**src/rtl/pipe_hazard_ctrl.sv**
```systemverilog
// Pipeline hazard controller: stall/flush/hold sequencing, operand forwarding and event counters.
// Build option: define FORWARDING_EN for forwarding with load-use-only stalls; default stalls on any RAW.
//
// state    | meaning
// RUN      | last cycle advanced normally
// LDSTALL  | last cycle inserted a bubble for a data hazard
// MEMWAIT  | last cycle held the pipe for data memory
// FLUSH    | last cycle squashed wrong-path instructions
module pipe_hazard_ctrl (
  input  logic        clk,
  input  logic        rst_n,
  input  logic [4:0]  id_rs,
  input  logic [4:0]  id_rt,
  input  logic        id_uses_rt,
  input  logic [4:0]  ex_rs,
  input  logic [4:0]  ex_rt,
  input  logic        ex_regwrite,
  input  logic        ex_memread,
  input  logic [4:0]  ex_wreg,
  input  logic        mem_regwrite,
  input  logic [4:0]  mem_wreg,
  input  logic        wb_regwrite,
  input  logic [4:0]  wb_wreg,
  input  logic        branch_taken,
  input  logic        mem_busy,
  output logic        pc_write,
  output logic        ifid_write,
  output logic        idex_bubble,
  output logic        flush,
  output logic        pipe_hold,
  output logic [1:0]  fwd_a,
  output logic [1:0]  fwd_b,
  output logic [1:0]  state,
  output logic [15:0] stall_cnt,
  output logic [7:0]  flush_cnt
);

  typedef enum logic [1:0] {
    ST_RUN     = 2'b00,
    ST_LDSTALL = 2'b01,
    ST_MEMWAIT = 2'b10,
    ST_FLUSH   = 2'b11
  } state_t;

  state_t     state_q, state_d;
  logic       data_hazard;
  logic [1:0] fwd_a_sel, fwd_b_sel;

  // $0 is hardwired, so it never counts as a dependency.
  function automatic logic src_hit(input logic [4:0] src, input logic wr_en,
                                   input logic [4:0] wreg);
    return wr_en && (src != 5'd0) && (src == wreg);
  endfunction

`ifdef FORWARDING_EN
  assign data_hazard = ex_memread && ex_regwrite && (ex_wreg != 5'd0) &&
                       ((ex_wreg == id_rs) || (id_uses_rt && (ex_wreg == id_rt)));

  always_comb begin
    fwd_a_sel = 2'b00;
    fwd_b_sel = 2'b00;
    if (src_hit(ex_rs, mem_regwrite, mem_wreg))     fwd_a_sel = 2'b10;
    else if (src_hit(ex_rs, wb_regwrite, wb_wreg))  fwd_a_sel = 2'b01;
    if (src_hit(ex_rt, mem_regwrite, mem_wreg))     fwd_b_sel = 2'b10;
    else if (src_hit(ex_rt, wb_regwrite, wb_wreg))  fwd_b_sel = 2'b01;
  end
`else
  // WB writes are visible to ID in the same cycle, so only EX and MEM writers stall.
  assign data_hazard = src_hit(id_rs, ex_regwrite, ex_wreg) ||
                       src_hit(id_rs, mem_regwrite, mem_wreg) ||
                       (id_uses_rt && (src_hit(id_rt, ex_regwrite, ex_wreg) ||
                                       src_hit(id_rt, mem_regwrite, mem_wreg)));
  assign fwd_a_sel = 2'b00;
  assign fwd_b_sel = 2'b00;

  logic unused_fwd_inputs;
  assign unused_fwd_inputs = ^{ex_rs, ex_rt, ex_memread, wb_regwrite, wb_wreg};
`endif

  always_comb begin
    state_d     = ST_RUN;
    pc_write    = 1'b1;
    ifid_write  = 1'b1;
    idex_bubble = 1'b0;
    flush       = 1'b0;
    pipe_hold   = 1'b0;
    fwd_a       = fwd_a_sel;
    fwd_b       = fwd_b_sel;
    if (!rst_n) begin
      pc_write   = 1'b0;
      ifid_write = 1'b0;
      flush      = 1'b1;
      fwd_a      = 2'b00;
      fwd_b      = 2'b00;
    end else if (mem_busy) begin
      pc_write   = 1'b0;
      ifid_write = 1'b0;
      pipe_hold  = 1'b1;
      state_d    = ST_MEMWAIT;
    end else if (branch_taken) begin
      flush   = 1'b1;
      state_d = ST_FLUSH;
    end else if (data_hazard) begin
      pc_write    = 1'b0;
      ifid_write  = 1'b0;
      idex_bubble = 1'b1;
      state_d     = ST_LDSTALL;
    end
  end

  always_ff @(posedge clk or negedge rst_n) begin
    if (!rst_n) begin
      state_q   <= ST_RUN;
      stall_cnt <= 16'd0;
      flush_cnt <= 8'd0;
    end else begin
      state_q <= state_d;
      if (!pc_write && (stall_cnt != 16'hFFFF))
        stall_cnt <= stall_cnt + 16'd1;
      if (flush && (flush_cnt != 8'hFF))
        flush_cnt <= flush_cnt + 8'd1;
    end
  end

  assign state = state_q;

endmodule

```
**config.mk**
```make
export PLATFORM = sky130hd
export DESIGN_NAME = pipe_hazard_ctrl
export DESIGN_NICKNAME = d
export VERILOG_FILES = /design/src/rtl/pipe_hazard_ctrl.sv
export SDC_FILE = /design/constraint.sdc
export NUM_CORES = 1
export LEC_CHECK = 0
export ABC_AREA = 1
export BUFFER_PORTS_ARGS = -buffer_cell sky130_fd_sc_hd__buf_2
export CAP_MARGIN = 5
export CELL_PAD_IN_SITES_DETAIL_PLACEMENT = 0
export CELL_PAD_IN_SITES_GLOBAL_PLACEMENT = 1
export CORE_MARGIN = 5
export CORE_UTILIZATION = 33
export CTS_CLUSTER_SIZE = 30
export DETAILED_ROUTE_END_ITERATION = 12
export MAX_ROUTING_LAYER = met4
export PLACE_DENSITY = 0.86
export SLEW_MARGIN = 20
export SYNTH_ARGS = -nofsm -noshare
export SYNTH_HDL_FRONTEND = slang
export SYNTH_SLANG_ARGS = --single-unit
```
**constraint.sdc**
```tcl
create_clock -name clk -period 2.02 [get_ports clk]
set_input_delay 0.101 -clock clk [delete_from_list [all_inputs] [get_ports clk]]
set_output_delay 0.101 -clock clk [all_outputs]
set_load 0.005 [all_outputs]
```
==> results of run 1 <==
stage by stage:
stage               utilization (%)  setup slack (ns)  hold slack, ns  cells  total power, mW
global placement               40.0             0.238           0.184    424             1.46
detailed placement             40.0             0.231           0.188    424             1.48
CTS                            41.1             0.196          0.0835    429             1.82
finish                         41.1             0.217          0.0829    429             1.79
floorplan                         -             0.400          -0.195    295             1.21
global route                   41.1            0.0308           0.139    429             1.95
cells in the final DEF, fill, tap and decap left out, types with 2 or more instances in the layout:
cell type and count:
nand2_1 110, clkbuf_8 4, nand3_4 2, xnor2_1 4, xor2_1 9, inv_2 11
nor2_2 2, ha_1 2, buf_2 57, dfrtp_1 26, nor2_1 26, nand3_1 22
nor3_4 2, o21ai_0 4, nor3_1 5, inv_1 33, buf_4 5, nand4_1 3
conb_1 4, nand3_2 12
where the power goes:
group | switching, mW | total, mW | internal [mW]
sequential | 0.167 | 0.823 | 0.656
clock | 0.162 | 0.337 | 0.174
combinational | 0.334 | 0.631 | 0.297
total | 0.663 | 1.79 | 1.13
worst max-delay path by stage:
stage,start,end,slack [ns],cells past startpoint
final,stall_cnt[0],stall_cnt[3],0.22,10
after global routing,stall_cnt[0],stall_cnt[10],0.03,11
after CTS,stall_cnt[0],stall_cnt[3],0.20,10
after detailed placement,stall_cnt[0],stall_cnt[10],0.23,10
after global placement,stall_cnt[0],stall_cnt[10],0.24,10
after floorplan,stall_cnt[0],stall_cnt[0],0.40,9
sequential cells by signal, summed over array words and instances, names as in the netlist:
register	flops
flush_cnt	8
stall_cnt	16
state	2
cell type report:
class	instances	share of cell area, %
clock buffers	4	2.26
well taps	75	3.86
repair buffers	63	13.7
inverters	45	7.00
flip-flops and latches	26	26.7
multi-input cells	216	46.5
tightest hold or removal path, cell delays in order:
cell and delay, ns:
buf_2 0.09, o21ai_0 0.08, inv_1 0.05
per-layer routing:
layer,part of all wire (%),vias to the layer above
li1,-,1011
met1,45,854
met5,0,-
met3,5.6,2
met2,49,34
met4,0.86,0
repair_timing:
action,in CTS,in global routing
resized for setup,0,0
endpoints found under the hold margin,26,0
hold buffers,1,0
cells by family (layout without fill, tap and decap cells):
logic type | Yosys count | in the layout
simple gates | 190 | 190
buf+inv | 53 | 112
mux | 1 | 1
other cells | 1 | 4
flops | 26 | 26
fa+ha+maj | 2 | 2
xor+xnor | 13 | 13
compound gates | 6 | 6
==> flow_summary_export.csv, run 1 <==
group,metric,value,unit
place,hpwlAfterDp,3760,um
power,p_leak,1.43,nW
synth,yosys.area_share.simple,46.2,%
global_routing,grt-busiest-layer,"met2",
global_routing,use_met1,15.5,%
cts,root_buffer,"clkbuf_8",
synth,synth_commonest_cells,"nand2_1, inv_1, dfrtp_1, nor2_1, nand3_1",
floorplanning,initial_core_util,34.0,%
route,drc,0,
timing,setup_viol,0,
critical_path,r2r_start,"stall_cnt[0]",
floorplanning,dieArea,7770,um2
cts,clkLatencyLatePin,0.27,ns
synth,yosysTopAreaCell,"dfrtp_1",
global_routing,gr-usage-met3,1.32,%
layout,final.fill_count,640,
route,totalWireLength,4560,um
timing,setup_tns,0,ns
synth,synthMuxAreaShare,0.559,%
global_routing,antenna_found_initial,0,
worst_hold_path,hold_end,"state[0]",
timing,fin_crit_sh,89.3,%
power,power_density,736,nW/um2
synth,synth-edff-count,0,
synth,syn_inst,292,
cts,cts.sinks,26,
critical_path,r2r_cells,10,
worst_hold_path,hp-start,"branch_taken",
route,wl_per_cell,10.6,um
outcome,status,"finished, final reports clean",
global_routing,track_usage,12.7,%
global_routing,grt_max_degree,28,
synth,synth_seq_cells,26,
critical_path,cp_slowest_cell,"dfrtp_1",
critical_path,arrival,1.97,ns
synth,synth_seq_area_share,32.3,%
critical_path,crit_family,"simple AND/OR/NAND/NOR gates",
worst_hold_path,worstHoldPathCells,3,
global_routing,grt_pass1_vias,1855,
route,dr.pass1.iters,4,
synth,yosys_warnings,0,
synth,ys.flop_type,"dfrtp_1",
synth,synth_compound_area_share,1.68,%
timing,fmax,555,MHz
critical_path,crit_path_start_kind,"flop",
synth,syn_area,2010,um2
flow_run,cap_violations,0,
critical_path,cp.required,2.18,ns
critical_path,cp_cell_sequence,"ha_1 > nand2_1 > nor2_4 > nand3_4 > nor3_4 > nand3_4 > clkinv_2 > nor2_1 > nand3_1 > nand2_1",
route,drt_iter0_markers,50,
route,antenna_left,0,
timing,drv_slew,0,
cts,cts_tree,"built",
layout,drive_gt1_share,29.1,%
cts,post-cts-setup-buffers,0,
critical_path,reg2reg_to,"stall_cnt[3]",
cts,cts.path.max_buffers,2,
cts,cts.clk_slew.worst_paths,0.09,ns
synth,synth_top_area_share,32.3,%
synth,synthAdderAreaFrac,1.24,%
power,ir_worst_vdd,0.374,mV
critical_path,critPathBufInv,1,
synth,synth-xor-area-share,5.65,%
global_routing,grt-ovfl-total,0,
floorplanning,num_io_pins,79,
global_routing,grt_pass1_wl,7900,um
cts,htreeDepth,1,
layout,ff_latch_area,651,um2
critical_path,cp_slowest_stage_delay,0.42,ns
route,via_per_inst,4.43,
critical_path,regToRegSetupSlack,0.22,ns
floorplanning,die_w,88.1,um
global_routing,met2_usage,22.4,%
synth,synth_async_sr_flop_share,100,%
synth,syn_avg_cell_area,6.90,um2
layout,multi_input_area,1130,um2
layout,antennaDiodeCount,0,
synth,synth.most_common_cell,"nand2_1",
timing,rsz0062_at_grt,"no",
place,placed_cell_area,2370,um2
timing,post-route-min-period,1.80,ns
worst_hold_path,worstHoldPathType,"input port to flop",
place,io_buffers,57,
critical_path,crit_path_max_fanout,11,
layout,syn2layout_area_growth,20.7,%
synth,synthDistinctLibCells,30,
critical_path,crit_type,"flop to flop",
place,place.gp.congestion,0.860,
critical_path,end_kind,"flop",
route,vias,1901,
timing,finalHoldViolCount,0,
floorplanning,row_count,28,
floorplanning,die_h,88.1,um
cts,numCtsBuffers,3,
synth,synth_area_leaders,"dfrtp_1, nand2_1, inv_1",
layout,postLayoutCellArea,2430,um2
layout,nNetsFinal,401,
synth,synth_top_family_by_area,"simple AND/OR/NAND/NOR gates",
floorplanning,coreArea,5920,um2
timing,skew,0.00738,ns
(Power assumes the default switching activity.)
==> run 2: changes to the inputs <==
--- a/config.mk
+++ b/config.mk
@@ -14,8 +14,10 @@
 export CORE_UTILIZATION = 33
 export CTS_CLUSTER_SIZE = 30
 export DETAILED_ROUTE_END_ITERATION = 12
+export GPL_TIMING_DRIVEN = 0
 export MAX_ROUTING_LAYER = met4
-export PLACE_DENSITY = 0.86
+export PLACE_DENSITY_LB_ADDON = 0.25
+export SETUP_SLACK_MARGIN = 0.15
 export SLEW_MARGIN = 20
 export SYNTH_ARGS = -nofsm -noshare
 export SYNTH_HDL_FRONTEND = slang
==> flow_summary_export.csv, run 2 (synthesis results as in run 1) <==
group,metric,value,unit
outcome,status,"finished, final reports clean",
floorplanning,die_w,88.1,um
worst_hold_path,hold_end,"state[0]",
route,via_per_inst,4.37,
cts,clkLatencyLatePin,0.27,ns
critical_path,regToRegSetupSlack,0.21,ns
global_routing,antenna_found_initial,0,
power,power_density,724,nW/um2
cts,htreeDepth,1,
place,place_inst,427,
global_routing,track_usage,13.8,%
worst_hold_path,worstHoldPathType,"input port to flop",
flow_run,cap_violations,0,
global_routing,grt-ovfl-total,0,
route,vias,1922,
cts,cts_tree,"built",
layout,regMostFlops,"stall_cnt",
cts,cts.sinks,26,
route,dr.pass1.iters,4,
cts,root_buffer,"clkbuf_8",
critical_path,crit_start,"stall_cnt[0]",
cts,cts.path.max_buffers,2,
global_routing,grt_max_degree,27,
timing,setup_tns,0,ns
power,p_leak,1.50,nW
route,drt_iter0_markers,52,
power,ir_worst_vdd,0.555,mV
route,totalWireLength,5110,um
cts,cts.clk_slew.worst_paths,0.10,ns
timing,finalHoldViolCount,0,
timing,fin_crit_sh,89.6,%
route,drc,0,
worst_hold_path,hp-start,"branch_taken",
critical_path,r2r_cells,9,
floorplanning,initial_core_util,34.0,%
timing,fmax,552,MHz
worst_hold_path,worstHoldPathCells,3,
place,place.gp.congestion,0.812,
layout,antennaDiodeCount,0,
timing,skew,0.00685,ns
floorplanning,coreArea,5920,um2
layout,finalCoreUtilization,43.2,%
place,io_buffers,57,
global_routing,grt_pass1_wl,8400,um
layout,layout.cells.most_common,"nand2_1",
floorplanning,row_count,28,
place,hpwlAfterDp,3970,um
layout,drive_gt1_share,32.1,%
layout,nNetsFinal,412,
critical_path,r2r_start,"stall_cnt[0]",
layout,largest_reg_flops,16,
timing,post-route-min-period,1.81,ns
global_routing,grt_pass1_vias,1810,
floorplanning,dieArea,7770,um2
route,wl_per_cell,11.6,um
timing,drv_slew,0,
cts,numCtsBuffers,3,
timing,rsz0062_at_grt,"yes",
critical_path,reg2reg_to,"stall_cnt[13]",
critical_path,cp.required,2.19,ns
timing,setup_viol,0,
route,antenna_left,0,
critical_path,crit_path_start_kind,"flop",
layout,syn2layout_area_growth,26.8,%
critical_path,crit_type,"flop to flop",
critical_path,arrival,1.98,ns
critical_path,crit_path_max_fanout,10,
floorplanning,num_io_pins,79,
layout,layoutNonFillerInstCount,440,
critical_path,end_kind,"flop",
floorplanning,die_h,88.1,um
layout,final_cell_mix,"nand2_1, buf_2, inv_1",
layout,final.fill_count,648,
-- run 2: through the flow --
step	power, mW	instance area (um2)	hold slack, ns	setup slack, ns
6_report	1.85	2550	0.0669	0.209
3_5_place_dp	1.48	2400	0.178	0.183
2_1_floorplan	1.21	2030	-0.195	0.400
4_1_cts	1.85	2490	0.0631	0.193
3_3_place_gp	1.47	2400	0.172	0.204
5_1_grt	2.01	2550	0.0886	0.133
-- run 2: worst max-delay path by stage --
stage,slack (ns),end
detailed placement,0.18,pc_write
floorplan,0.40,stall_cnt[0]
finish,0.21,stall_cnt[13]
CTS,0.19,stall_cnt[13]
global placement,0.20,pc_write
global route,0.13,stall_cnt[8]
-- run 2: per-layer routing --
metal / part of all wire [%] / wire (um) / track usage [%]
met1: 49 / 2510 / 19.3
met2: 46 / 2360 / 21.6
met3: 4.1 / 210 / 2.35
met4: 0.47 / 24 / 1.65
met5: 0 / 0 / -
-- run 2: cell type report --
type | instances | area [um2] | share of cell area, %
inverters | 45 | 171 | 6.71
repair buffers | 66 | 368 | 14.4
plain buffers | 8 | 78.8 | 3.09
clock buffers | 4 | 55.1 | 2.15
multi-input cells | 216 | 1140 | 44.5
flip-flops and latches | 26 | 651 | 25.5
well taps | 75 | 93.8 | 3.67
-- run 2: worst max-delay path, cell delays in order (launching register included) --
cell     delay (ns)
dfrtp_1        0.41
ha_2           0.21
nand2_2        0.07
nor2_4         0.16
nand3_4        0.09
nor3_4         0.28
nand3_4        0.16
buf_8          0.19
nand3_2        0.07
nand2_1        0.05
-- run 2: power by group --
group,internal (mW),total (mW),switching (mW)
combinational,0.333,0.681,0.348
sequential,0.656,0.820,0.164
clock,0.174,0.349,0.174
-- run 2: what timing repair did --
item / CTS / global route
resized for setup: 0 / 5
setup buffers: 0 / 7
hold buffers: 2 / 0
hold endpoints to repair: 26 / 0
setup endpoints to repair: 0 / 17
==> run 3: changes to the inputs <==
--- a/config.mk
+++ b/config.mk
@@ -11,7 +11,8 @@
 export CELL_PAD_IN_SITES_DETAIL_PLACEMENT = 0
 export CELL_PAD_IN_SITES_GLOBAL_PLACEMENT = 1
 export CORE_MARGIN = 5
-export CORE_UTILIZATION = 33
+export CORE_UTILIZATION = 34
+export CTS_BUF_LIST = sky130_fd_sc_hd__clkbuf_4
 export CTS_CLUSTER_SIZE = 30
 export DETAILED_ROUTE_END_ITERATION = 12
 export GPL_TIMING_DRIVEN = 0
==> flow_summary_export.csv, run 3 (synthesis results as in run 1) <==
group,metric,value,unit
outcome,status,"finished, final reports clean",
cts,root_buffer,"clkbuf_4",
critical_path,crit_type,"flop to flop",
global_routing,grt-ovfl-total,0,
worst_hold_path,worstHoldPathType,"input port to flop",
timing,finalWorstSetupSlack,0.256,ns
route,drt_iter0_markers,77,
layout,final.fill_count,628,
floorplanning,dieArea,7560,um2
critical_path,r2r_cells,9,
critical_path,crit_path_max_fanout,10,
worst_hold_path,hold_end,"state[0]",
floorplanning,row_count,28,
critical_path,end_kind,"flop",
cts,clkLatencyLatePin,0.32,ns
route,via_per_inst,4.34,
global_routing,grt_pass1_vias,1810,
route,vias,1902,
route,antenna_left,0,
route,dr.pass1.iters,4,
critical_path,arrival,1.98,ns
power,seqPwrFrac,47.0,%
route,drc,0,
timing,setup_viol,0,
floorplanning,die_w,87.0,um
cts,numCtsBuffers,3,
cts,htreeDepth,1,
timing,finalHoldViolCount,0,
flow_run,cap_violations,0,
global_routing,grt_pass1_wl,8470,um
timing,fin_crit_sh,87.3,%
timing,skew,0.00724,ns
power,p_int,1.07,mW
place,place.gp.congestion,0.770,
critical_path,cp.required,2.24,ns
cts,cts.sinks,26,
worst_hold_path,hp-start,"branch_taken",
cts,cts.path.max_buffers,2,
floorplanning,die_h,87.0,um
floorplanning,coreArea,5850,um2
layout,final_cell_mix,"nand2_1, buf_2, inv_1",
place,hpwlAfterDp,3890,um
floorplanning,initial_core_util,34.4,%
layout,drive_gt1_share,31.7,%
critical_path,r2r_start,"stall_cnt[0]",
power,p_leak,1.48,nW
global_routing,antenna_found_initial,0,
place,pre_cts_ws,0.205,ns
layout,ff_latch_area,651,um2
layout,regMostFlops,"stall_cnt",
power,ir_worst_vdd,0.488,mV
cts,cts_tree,"built",
layout,multi_input_area,1140,um2
timing,setup_tns,0,ns
timing,rsz0062_at_grt,"yes",
power,comb_power_share,39.8,%
worst_hold_path,worstHoldPathCells,3,
global_routing,grt_max_degree,27,
layout,nNetsFinal,410,
layout,antennaDiodeCount,0,
power,p_sw_share,38.4,%
critical_path,crit_path_start_kind,"flop",
route,wl_per_cell,11.3,um
route,totalWireLength,4940,um
timing,drv_slew,0,
critical_path,reg2reg_to,"stall_cnt[13]",
timing,fmax,567,MHz
place,io_buffers,57,
critical_path,regToRegSetupSlack,0.26,ns
global_routing,track_usage,14.1,%
layout,largest_reg_flops,16,
layout,layout.cells.most_common,"nand2_1",
power,switchingPower,667,uW
floorplanning,num_io_pins,79,
layout,syn2layout_area_growth,25.0,%
power,totalPowerFinal,1.74,mW
power,power_density,690,nW/um2
cts,cts.clk_slew.worst_paths,0.15,ns
timing,post-route-min-period,1.76,ns
power,pwr-share-clk,13.1,%
-- run 3: repair_timing --
action,CTS,global route
hold buffers,2,0
endpoints found under the hold margin,26,0
setup buffers,0,5
gates resized for setup,0,6
setup endpoints to repair,0,18
-- run 3: worst max-delay path: stages (launching register included) --
cell and delay (ns):
dfrtp_1 0.43, ha_2 0.21, nand2_1 0.08, nor2_4 0.14, nand3_4 0.10, nor3_4 0.23
nand3_4 0.16, buf_12 0.19, nand3_2 0.07, nand2_1 0.06
-- run 3: metrics by stage --
step	instances	instance area (um2)	utilization (%)	hold slack (ns)
2_1_floorplan	295	2030	-	-0.195
3_3_place_gp	427	2400	41.1	0.166
3_5_place_dp	427	2400	41.1	0.171
4_1_cts	433	2460	42.1	0.000435
5_1_grt	438	2520	43.0	0.0128
6_report	438	2520	43.0	0.0122
-- run 3: worst max path at each step --
stage / start / to / slack [ns]
after CTS: stall_cnt[0] / stall_cnt[13] / 0.20
after floorplan: stall_cnt[0] / stall_cnt[0] / 0.40
after global routing: flush_cnt[0] / flush_cnt[7] / 0.13
final: stall_cnt[0] / stall_cnt[13] / 0.26
after global placement: rst_n / pc_write / 0.23
after detailed placement: rst_n / pc_write / 0.20
-- run 3: final cells by class --
type	instances	area share (%)
Sequential cell	26	25.8
Clock buffer	3	0.895
Tap cell	75	3.73
Buffer	8	3.33
Clock inverter	1	0.149
Inverter	45	6.76
Timing Repair Buffer	64	14.0
Multi-Input combinational cell	216	45.3
-- run 3: power by group through the flow --
stage | clock network (mW) | logic [mW] | registers (mW)
2_1_floorplan | 0 | 0.387 | 0.822
5_1_grt | 0.267 | 0.795 | 0.841
3_3_place_gp | 0 | 0.637 | 0.828
6_report | 0.228 | 0.692 | 0.817
3_5_place_dp | 0 | 0.648 | 0.831
4_1_cts | 0.244 | 0.658 | 0.821
-- run 3: layer usage --
metal / track usage, % / vias to the layer above / share of wire, %
li1: - / 1031 / -
met1: 20.0 / 831 / 50
met2: 21.5 / 38 / 46
met3: 2.18 / 2 / 3.6
met4: 2.55 / 0 / 0.63
met5: - / - / 0
